`src/rtl/id_ex_operand_stage_pkg.sv`:
```
`default_nettype none
// ============================================================================
// Module : id_ex_operand_stage_pkg
// Brief  : Shared CPU constants: datapath widths, ALU opcodes, forward selects
// Rev    : 1.0  initial release
// ============================================================================
package id_ex_operand_stage_pkg;

   localparam int XLEN   = 32;
   localparam int REG_AW = 5;

   localparam logic [2:0] ALU_AND  = 3'b000;
   localparam logic [2:0] ALU_XOR  = 3'b001;
   localparam logic [2:0] ALU_SLL  = 3'b010;
   localparam logic [2:0] ALU_ADD  = 3'b011;
   localparam logic [2:0] ALU_SUB  = 3'b100;
   localparam logic [2:0] ALU_MUL  = 3'b101;
   localparam logic [2:0] ALU_ADDI = 3'b110;
   localparam logic [2:0] ALU_SRAI = 3'b111;

   localparam logic [1:0] FWD_REG   = 2'd0;
   localparam logic [1:0] FWD_EXMEM = 2'd1;
   localparam logic [1:0] FWD_MEMWB = 2'd2;

endpackage
`default_nettype wire

```
`src/rtl/id_ex_operand_stage_if.sv`:
```
`default_nettype none
// ============================================================================
// Module : id_ex_operand_stage_if
// Brief  : ID-side fields, producer tuples and ALU-side outputs of the stage
// Rev    : 1.0  initial release
// ============================================================================
interface id_ex_operand_stage_if #(
   parameter int XLEN   = id_ex_operand_stage_pkg::XLEN,
   parameter int REG_AW = id_ex_operand_stage_pkg::REG_AW
);

   logic              stall_i;
   logic              flush_i;
   logic              valid_i;
   logic [2:0]        alu_op_i;
   logic              alu_src_i;
   logic [REG_AW-1:0] rs1_addr_i;
   logic [REG_AW-1:0] rs2_addr_i;
   logic [REG_AW-1:0] rd_addr_i;
   logic              reg_write_i;
   logic [XLEN-1:0]   rs1_data_i;
   logic [XLEN-1:0]   rs2_data_i;
   logic [XLEN-1:0]   imm_i;

   logic              exmem_valid_i;
   logic              exmem_reg_write_i;
   logic [REG_AW-1:0] exmem_rd_i;
   logic [XLEN-1:0]   exmem_result_i;
   logic              memwb_valid_i;
   logic              memwb_reg_write_i;
   logic [REG_AW-1:0] memwb_rd_i;
   logic [XLEN-1:0]   memwb_result_i;

   logic              valid_o;
   logic [2:0]        alu_op_o;
   logic [XLEN-1:0]   src1_o;
   logic [XLEN-1:0]   src2_o;
   logic [XLEN-1:0]   store_data_o;
   logic [REG_AW-1:0] rd_addr_o;
   logic              reg_write_o;
   logic [1:0]        fwd_sel1_o;
   logic [1:0]        fwd_sel2_o;

   modport master (
      output stall_i, flush_i, valid_i, alu_op_i, alu_src_i,
             rs1_addr_i, rs2_addr_i, rd_addr_i, reg_write_i,
             rs1_data_i, rs2_data_i, imm_i,
             exmem_valid_i, exmem_reg_write_i, exmem_rd_i, exmem_result_i,
             memwb_valid_i, memwb_reg_write_i, memwb_rd_i, memwb_result_i,
      input  valid_o, alu_op_o, src1_o, src2_o, store_data_o,
             rd_addr_o, reg_write_o, fwd_sel1_o, fwd_sel2_o
   );

   modport slave (
      input  stall_i, flush_i, valid_i, alu_op_i, alu_src_i,
             rs1_addr_i, rs2_addr_i, rd_addr_i, reg_write_i,
             rs1_data_i, rs2_data_i, imm_i,
             exmem_valid_i, exmem_reg_write_i, exmem_rd_i, exmem_result_i,
             memwb_valid_i, memwb_reg_write_i, memwb_rd_i, memwb_result_i,
      output valid_o, alu_op_o, src1_o, src2_o, store_data_o,
             rd_addr_o, reg_write_o, fwd_sel1_o, fwd_sel2_o
   );

endinterface
`default_nettype wire

```
`src/rtl/id_ex_operand_stage_forward_mux.sv`:
```
`default_nettype none
// ============================================================================
// Module : id_ex_operand_stage_forward_mux
// Brief  : Resolves one source operand against the EX/MEM and MEM/WB producers
// Rev    : 1.0  initial release
// ============================================================================
module id_ex_operand_stage_forward_mux #(
   parameter int XLEN   = id_ex_operand_stage_pkg::XLEN,
   parameter int REG_AW = id_ex_operand_stage_pkg::REG_AW
) (
   input  wire logic              i_fwd_en,
   input  wire logic [REG_AW-1:0] i_rs,
   input  wire logic [XLEN-1:0]   i_reg_val,
   input  wire logic              i_exmem_valid,
   input  wire logic              i_exmem_reg_write,
   input  wire logic [REG_AW-1:0] i_exmem_rd,
   input  wire logic [XLEN-1:0]   i_exmem_result,
   input  wire logic              i_memwb_valid,
   input  wire logic              i_memwb_reg_write,
   input  wire logic [REG_AW-1:0] i_memwb_rd,
   input  wire logic [XLEN-1:0]   i_memwb_result,
   output logic      [XLEN-1:0]   o_value,
   output logic      [1:0]        o_sel
);
   import id_ex_operand_stage_pkg::*;

   logic w_rs_nonzero;
   logic w_hit_exmem;
   logic w_hit_memwb;

   // x0 is hard-wired zero, so a producer "writing" it must never be forwarded
   assign w_rs_nonzero = (i_rs != '0);
   assign w_hit_exmem  = i_fwd_en & w_rs_nonzero & i_exmem_valid &
                         i_exmem_reg_write & (i_exmem_rd == i_rs);
   assign w_hit_memwb  = i_fwd_en & w_rs_nonzero & i_memwb_valid &
                         i_memwb_reg_write & (i_memwb_rd == i_rs);

   always_comb begin
      o_value = i_reg_val;
      o_sel   = FWD_REG;
      if (w_hit_exmem) begin
         o_value = i_exmem_result;
         o_sel   = FWD_EXMEM;
      end else if (w_hit_memwb) begin
         o_value = i_memwb_result;
         o_sel   = FWD_MEMWB;
      end
   end

endmodule
`default_nettype wire

```
`src/rtl/id_ex_operand_stage.sv`:
```
`default_nettype none
// ============================================================================
// Module : id_ex_operand_stage
// Brief  : ID/EX pipeline register with EX-stage RAW operand forwarding
// Rev    : 1.0  initial release
// ============================================================================
module id_ex_operand_stage #(
   parameter int XLEN   = id_ex_operand_stage_pkg::XLEN,
   parameter int REG_AW = id_ex_operand_stage_pkg::REG_AW
) (
   input  wire logic             clk_i,
   input  wire logic             rst_i,
   id_ex_operand_stage_if.slave  bus
);
   import id_ex_operand_stage_pkg::*;

   logic              r_valid;
   logic              r_reg_write;
   logic [2:0]        r_alu_op;
   logic              r_alu_src;
   logic [REG_AW-1:0] r_rs1;
   logic [REG_AW-1:0] r_rs2;
   logic [REG_AW-1:0] r_rd;
   logic [XLEN-1:0]   r_rs1_val;
   logic [XLEN-1:0]   r_rs2_val;
   logic [XLEN-1:0]   r_imm;
   logic              r_fwd_en1;
   logic              r_fwd_en2;

   logic [XLEN-1:0]   w_rs1_res;
   logic [XLEN-1:0]   w_rs2_res;
   logic [1:0]        w_sel1;
   logic [1:0]        w_sel2;

   always_ff @(posedge clk_i or posedge rst_i) begin
      if (rst_i) begin
         r_valid     <= 1'b0;
         r_reg_write <= 1'b0;
         r_alu_op    <= '0;
         r_alu_src   <= 1'b0;
         r_rs1       <= '0;
         r_rs2       <= '0;
         r_rd        <= '0;
         r_rs1_val   <= '0;
         r_rs2_val   <= '0;
         r_imm       <= '0;
         r_fwd_en1   <= 1'b0;
         r_fwd_en2   <= 1'b0;
      end else if (bus.flush_i) begin
         r_valid     <= 1'b0;
         r_reg_write <= 1'b0;
      end else if (bus.stall_i) begin
         // Freeze the resolved operands: producers keep moving while EX waits
         r_rs1_val   <= w_rs1_res;
         r_rs2_val   <= w_rs2_res;
         r_fwd_en1   <= 1'b0;
         r_fwd_en2   <= 1'b0;
      end else begin
         r_valid     <= bus.valid_i;
         r_reg_write <= bus.reg_write_i & bus.valid_i;
         r_alu_op    <= bus.alu_op_i;
         r_alu_src   <= bus.alu_src_i;
         r_rs1       <= bus.rs1_addr_i;
         r_rs2       <= bus.rs2_addr_i;
         r_rd        <= bus.rd_addr_i;
         r_rs1_val   <= bus.rs1_data_i;
         r_rs2_val   <= bus.rs2_data_i;
         r_imm       <= bus.imm_i;
         r_fwd_en1   <= 1'b1;
         r_fwd_en2   <= 1'b1;
      end
   end

   id_ex_operand_stage_forward_mux #(
      .XLEN   (XLEN),
      .REG_AW (REG_AW)
   ) u_fwd_rs1 (
      .i_fwd_en          (r_fwd_en1),
      .i_rs              (r_rs1),
      .i_reg_val         (r_rs1_val),
      .i_exmem_valid     (bus.exmem_valid_i),
      .i_exmem_reg_write (bus.exmem_reg_write_i),
      .i_exmem_rd        (bus.exmem_rd_i),
      .i_exmem_result    (bus.exmem_result_i),
      .i_memwb_valid     (bus.memwb_valid_i),
      .i_memwb_reg_write (bus.memwb_reg_write_i),
      .i_memwb_rd        (bus.memwb_rd_i),
      .i_memwb_result    (bus.memwb_result_i),
      .o_value           (w_rs1_res),
      .o_sel             (w_sel1)
   );

   id_ex_operand_stage_forward_mux #(
      .XLEN   (XLEN),
      .REG_AW (REG_AW)
   ) u_fwd_rs2 (
      .i_fwd_en          (r_fwd_en2),
      .i_rs              (r_rs2),
      .i_reg_val         (r_rs2_val),
      .i_exmem_valid     (bus.exmem_valid_i),
      .i_exmem_reg_write (bus.exmem_reg_write_i),
      .i_exmem_rd        (bus.exmem_rd_i),
      .i_exmem_result    (bus.exmem_result_i),
      .i_memwb_valid     (bus.memwb_valid_i),
      .i_memwb_reg_write (bus.memwb_reg_write_i),
      .i_memwb_rd        (bus.memwb_rd_i),
      .i_memwb_result    (bus.memwb_result_i),
      .o_value           (w_rs2_res),
      .o_sel             (w_sel2)
   );

   // rs2 is resolved regardless of alu_src: stores still need the forwarded value
   assign bus.valid_o      = r_valid;
   assign bus.alu_op_o     = r_alu_op;
   assign bus.src1_o       = w_rs1_res;
   assign bus.src2_o       = r_alu_src ? r_imm : w_rs2_res;
   assign bus.store_data_o = w_rs2_res;
   assign bus.rd_addr_o    = r_rd;
   assign bus.reg_write_o  = r_reg_write & r_valid;
   assign bus.fwd_sel1_o   = w_sel1;
   assign bus.fwd_sel2_o   = w_sel2;

endmodule
`default_nettype wire
```
`src/flat_wrapper.sv`:
```
// flat-port wrapper written by rule: the top's interface ports become plain ports
module id_ex_operand_stage_flat import id_ex_operand_stage_pkg::*;
#(
   parameter int XLEN   = id_ex_operand_stage_pkg::XLEN,
   parameter int REG_AW = id_ex_operand_stage_pkg::REG_AW
)
  (clk_i, rst_i, bus_stall_i, bus_flush_i, bus_valid_i, bus_alu_op_i, bus_alu_src_i, bus_rs1_addr_i, bus_rs2_addr_i, bus_rd_addr_i, bus_reg_write_i, bus_rs1_data_i, bus_rs2_data_i, bus_imm_i, bus_exmem_valid_i, bus_exmem_reg_write_i, bus_exmem_rd_i, bus_exmem_result_i, bus_memwb_valid_i, bus_memwb_reg_write_i, bus_memwb_rd_i, bus_memwb_result_i, bus_valid_o, bus_alu_op_o, bus_src1_o, bus_src2_o, bus_store_data_o, bus_rd_addr_o, bus_reg_write_o, bus_fwd_sel1_o, bus_fwd_sel2_o);
  id_ex_operand_stage_if #(.XLEN(XLEN), .REG_AW(REG_AW)) bus_i ();
  input  wire logic clk_i;
  input  wire logic rst_i;
  input wire logic [$bits(bus_i.stall_i)-1:0] bus_stall_i;
  input wire logic [$bits(bus_i.flush_i)-1:0] bus_flush_i;
  input wire logic [$bits(bus_i.valid_i)-1:0] bus_valid_i;
  input wire logic [$bits(bus_i.alu_op_i)-1:0] bus_alu_op_i;
  input wire logic [$bits(bus_i.alu_src_i)-1:0] bus_alu_src_i;
  input wire logic [$bits(bus_i.rs1_addr_i)-1:0] bus_rs1_addr_i;
  input wire logic [$bits(bus_i.rs2_addr_i)-1:0] bus_rs2_addr_i;
  input wire logic [$bits(bus_i.rd_addr_i)-1:0] bus_rd_addr_i;
  input wire logic [$bits(bus_i.reg_write_i)-1:0] bus_reg_write_i;
  input wire logic [$bits(bus_i.rs1_data_i)-1:0] bus_rs1_data_i;
  input wire logic [$bits(bus_i.rs2_data_i)-1:0] bus_rs2_data_i;
  input wire logic [$bits(bus_i.imm_i)-1:0] bus_imm_i;
  input wire logic [$bits(bus_i.exmem_valid_i)-1:0] bus_exmem_valid_i;
  input wire logic [$bits(bus_i.exmem_reg_write_i)-1:0] bus_exmem_reg_write_i;
  input wire logic [$bits(bus_i.exmem_rd_i)-1:0] bus_exmem_rd_i;
  input wire logic [$bits(bus_i.exmem_result_i)-1:0] bus_exmem_result_i;
  input wire logic [$bits(bus_i.memwb_valid_i)-1:0] bus_memwb_valid_i;
  input wire logic [$bits(bus_i.memwb_reg_write_i)-1:0] bus_memwb_reg_write_i;
  input wire logic [$bits(bus_i.memwb_rd_i)-1:0] bus_memwb_rd_i;
  input wire logic [$bits(bus_i.memwb_result_i)-1:0] bus_memwb_result_i;
  output wire logic [$bits(bus_i.valid_o)-1:0] bus_valid_o;
  output wire logic [$bits(bus_i.alu_op_o)-1:0] bus_alu_op_o;
  output wire logic [$bits(bus_i.src1_o)-1:0] bus_src1_o;
  output wire logic [$bits(bus_i.src2_o)-1:0] bus_src2_o;
  output wire logic [$bits(bus_i.store_data_o)-1:0] bus_store_data_o;
  output wire logic [$bits(bus_i.rd_addr_o)-1:0] bus_rd_addr_o;
  output wire logic [$bits(bus_i.reg_write_o)-1:0] bus_reg_write_o;
  output wire logic [$bits(bus_i.fwd_sel1_o)-1:0] bus_fwd_sel1_o;
  output wire logic [$bits(bus_i.fwd_sel2_o)-1:0] bus_fwd_sel2_o;
  assign bus_i.stall_i = bus_stall_i;
  assign bus_i.flush_i = bus_flush_i;
  assign bus_i.valid_i = bus_valid_i;
  assign bus_i.alu_op_i = bus_alu_op_i;
  assign bus_i.alu_src_i = bus_alu_src_i;
  assign bus_i.rs1_addr_i = bus_rs1_addr_i;
  assign bus_i.rs2_addr_i = bus_rs2_addr_i;
  assign bus_i.rd_addr_i = bus_rd_addr_i;
  assign bus_i.reg_write_i = bus_reg_write_i;
  assign bus_i.rs1_data_i = bus_rs1_data_i;
  assign bus_i.rs2_data_i = bus_rs2_data_i;
  assign bus_i.imm_i = bus_imm_i;
  assign bus_i.exmem_valid_i = bus_exmem_valid_i;
  assign bus_i.exmem_reg_write_i = bus_exmem_reg_write_i;
  assign bus_i.exmem_rd_i = bus_exmem_rd_i;
  assign bus_i.exmem_result_i = bus_exmem_result_i;
  assign bus_i.memwb_valid_i = bus_memwb_valid_i;
  assign bus_i.memwb_reg_write_i = bus_memwb_reg_write_i;
  assign bus_i.memwb_rd_i = bus_memwb_rd_i;
  assign bus_i.memwb_result_i = bus_memwb_result_i;
  assign bus_valid_o = bus_i.valid_o;
  assign bus_alu_op_o = bus_i.alu_op_o;
  assign bus_src1_o = bus_i.src1_o;
  assign bus_src2_o = bus_i.src2_o;
  assign bus_store_data_o = bus_i.store_data_o;
  assign bus_rd_addr_o = bus_i.rd_addr_o;
  assign bus_reg_write_o = bus_i.reg_write_o;
  assign bus_fwd_sel1_o = bus_i.fwd_sel1_o;
  assign bus_fwd_sel2_o = bus_i.fwd_sel2_o;
  id_ex_operand_stage #(.XLEN(XLEN), .REG_AW(REG_AW)) u_core (.clk_i(clk_i), .rst_i(rst_i), .bus(bus_i));
endmodule
```
`config.mk`:
```
export PLATFORM = sky130hd
export DESIGN_NAME = id_ex_operand_stage_flat
export DESIGN_NICKNAME = d
export VERILOG_FILES = /design/src/rtl/id_ex_operand_stage_pkg.sv /design/src/rtl/id_ex_operand_stage_if.sv /design/src/rtl/id_ex_operand_stage_forward_mux.sv /design/src/rtl/id_ex_operand_stage.sv /design/src/flat_wrapper.sv
export SDC_FILE = /design/constraint.sdc
export NUM_CORES = 1
export LEC_CHECK = 0
export CORE_MARGIN = 4
export CORE_UTILIZATION = 40
export CTS_CLUSTER_DIAMETER = 120
export DETAILED_ROUTE_END_ITERATION = 8
export GPL_TIMING_DRIVEN = 0
export PLACE_DENSITY_LB_ADDON = 0.08
export RECOVER_POWER = 100
export SETUP_SLACK_MARGIN = 0.5
export SYNTH_ARGS = -nofsm -noshare
export SYNTH_HDL_FRONTEND = slang
export SYNTH_SLANG_ARGS = --single-unit
```
`constraint.sdc`:
```
create_clock -name clk_i -period 6.9 [get_ports clk_i]
set_input_delay 1.035 -clock clk_i [delete_from_list [all_inputs] [get_ports clk_i]]
set_output_delay 1.035 -clock clk_i [all_outputs]
set_load 0.01 [all_outputs]
```
==> impl_metrics.csv <==
group,metric,value,unit
outcome,outcome,"complete, but fails checks",
outcome,violations,"capacitance limit, slew limit",
synth,netlist_instances,763,
synth,seq_area_frac_synth,40.85,%
global_route,met1_usage,39.57,%
worst_setup_path,worst_ep_arrival_time,5.03,ns
final_layout,mostFrequentLayoutCell,"clkdlybuf4s50_1",
final_layout,seqCellArea,2953,um^2
clock_tree,cts_tree,"yes",
worst_setup_path,slowest_stage,"dlygate4sd3_1",
worst_setup_path,r2r_cells,8,
pwr,ir_drop,219.5,uV
synth,synth_nets,962,
pwr,p_leak,4.392,nW
routing,drt_iter0_drc,846,
routing,vias,7909,
global_route,antenna_found_initial,1,
routing,wire_per_inst,23.83,um
final_layout,n_fill_cell,1489,
synth,async_flop_share,100.0,%
worst_setup_path,cp_max_fo,10,
clock_tree,post-cts-setup-buffers,0,
global_route,busiest_layer,"met2",
synth,yosysUniqueCellTypes,44,
final_layout,final_area,11100,um^2
worst_setup_path,startpoint_type,"input pin",
final_layout,utilization,63.53,%
worst_setup_path,cp_common_cell,"clkbuf_1",
routing,firstDrtPassIters,5,
placement,gp_congestion,0.8914,
final_layout,multi_input_area,3830,um^2
sta,tightest_slew,3.070,ns
clock_tree,htreeDepth,4,
global_route,grt_use_total,30.77,%
global_route,grt_pass1_vias,7962,
placement,hpwl,23780,um
pwr,power,2.533,mW
sta,hold_viol,0,
pwr,powerDensity,228.1,nW/um^2
routing,drc,0,
worst_setup_path,critical_path_cell_count,11,
floorplan,fp-row-count,48,
sta,fin_crit_sh,87.88,%
sta,rsz0062_at_grt,"false",
floorplan,ios,309,
global_route,overflow,0,
synth,synth.cell_area,7228,um^2
worst_setup_path,crit_family,"buffers and inverters",
synth,synth_xor_area_share,2.302,%
sta,slew_headroom,-105.8,%
synth,synthAdderAreaFrac,0,%
placement,port_buffers,307,
sta,fmax,164.9,MHz
clock_tree,root_buffer,"clkbuf_16",
routing,ant_nets,0,
global_route,use_met3,11.90,%
worst_setup_path,path_buf_inv,6,
sta,final.setup.tns,0,ns
worst_setup_path,end_kind,"output pin",
global_route,grt_max_degree,65,
sta,setup_viol,0,
final_layout,drive_above_1_share,9.619,%
synth,yosys-mux-area-fraction,13.16,%
min_path,hold_depth,1,
run,max-cap-violations,1,
placement,place_area,10620,um^2
floorplan,die_area,20280,um^2
synth,ys.warnings.count,0,
synth,synth_edf_count,0,
clock_tree,cts_buffer_depth,2,
clock_tree,cts_resized,0,
final_layout,final_cell_mix,"clkdlybuf4s50_1 (201), dfrtp_1 (118), dlygate4sd3_1 (106)",
floorplan,core_area,17480,um^2
floorplan,start_util,41.36,%
routing,routed_via_density,5.956,
sta,fin_skew,0.007788,ns
global_route,grt_util_met2,47.80,%
worst_setup_path,crit_type,"input pin to output pin",
clock_tree,worstSkewPairLatency,0.42,ns
floorplan,die_x,142.4,um
sta,finalWorstSetupSlack,0.8364,ns
floorplan,die_h,142.4,um
min_path,hold_path.class,"flip-flop to flip-flop",
synth,synth_top_family_by_area,"compound AO/OA/AOI/OAI gates",
clock_tree,clkSlewWorstSetupHoldPaths,0.06,ns
routing,routed_wl,31650,um
placement,dpl_worst_slack,1.417,ns
final_layout,layout.nets,1289,
synth,synth_area_per_cell,9.473,um^2
worst_setup_path,slowest_delay,0.66,ns
worst_setup_path,required,5.86,ns
final_layout,syn_to_final_growth,53.61,%
clock_tree,ctsHoldBuffers,0,
synth,synth-simple-area-share,9.832,%
sta,drv_slew,64,
synth,ys_ff_latch,118,
sta,fin_crit,6.064,ns
synth,synth-compound-area-share,28.49,%
worst_setup_path,worstPathCellList,"dlygate4sd3_1 > xor2_1 > or4_1 > clkbuf_1 > or2_1 > clkbuf_1 > clkinvlp_2 > clkbuf_1 > a211oi_1 > o31ai_1 > dlygate4sd3_1",
synth,synth_top_flop_cell,"dfrtp_1",
global_route,grt_pass1_wl,47600,um
clock_tree,cts_made_buffers,17,
clock_tree,cts.sinks,118,
[metrics by stage]
stage | instances | hold slack (ns)
6_report | 1328 | 0.4970
5_1_grt | 1328 | 0.5121
4_1_cts | 1327 | 0.5056
3_5_place_dp | 1296 | 0.4916
3_3_place_gp | 1295 | 0.4852
2_1_floorplan | 763 | 0.4685
[cells in the mapped netlist (18+ instances only)]
cell,count,share of area [%]
a22oi_1,28,2.9
dfrtp_1,118,41
nand4_1,18,1.6
nor3_1,18,1.2
a21oi_1,33,2.3
o21ai_0,45,3.1
a22o_1,37,4.5
nor2_1,66,3.4
o31ai_1,47,4.9
mux2_2,56,8.7
mux2i_1,32,4.4
a31oi_1,35,3.0
nand2_1,32,1.7
clkbuf_1,56,2.9
[per-layer routing]
| layer | vias up | share of wire, % |
|---|---|---|
| li1 | 3540 | - |
| met1 | 3799 | 40 |
| met2 | 504 | 45 |
| met3 | 66 | 13 |
| met4 | 0 | 3.0 |
| met5 | - | 0 |
[report_power, final]
part	switching, mW	leakage (nW)	total, mW	internal [mW]
logic	0.393	2.68	0.803	0.410
clock network	0.349	0.272	0.881	0.532
registers	0.0605	1.44	0.849	0.788
[cell type report]
class                           count  area share (%)
Antenna cell                        1         0.02254
Tap cell                          225           2.536
Inverter                           15          0.5296
Clock inverter                     14           1.375
Timing Repair Buffer              308           27.92
Sequential cell                   118           26.59
Multi-Input combinational cell    553           34.49
Clock buffer                       17           3.831
Buffer                             77           2.693
[path summary, 6_finish.rpt]
kind,slack (ns),end,startpoint
worst max register to register,3.44,u_core.r_rs2_val[1],u_core.r_rs2[0]
worst min register to register,0.50,u_core.bus.alu_op_o[0],u_core.bus.alu_op_o[0]
min in group asynchronous,1.96,u_core.r_imm[0],rst_i
worst min-delay path,0.50,u_core.bus.alu_op_o[0],u_core.bus.alu_op_o[0]
max in group asynchronous,3.54,u_core.r_rs1_val[15],rst_i
worst max-delay path,0.84,bus_src2_o[10],bus_exmem_rd_i[3]
[kinds of logic after synthesis]
family / Yosys count
compound gates: 290
mux: 88
flops: 118
xor+xnor: 19
buf+inv: 92
simple gates: 156
[sequential cells by signal, summed over array words and instances, names as in the netlist, 3 cells and up]
register              cells
u_core.bus.alu_op_o       3
u_core.r_rs1_val         32
u_core.r_imm             32
u_core.bus.rd_addr_o      5
u_core.r_rs2              5
u_core.r_rs2_val         32
u_core.r_rs1              5
Note: power is estimated with default switching activity, not from simulation.
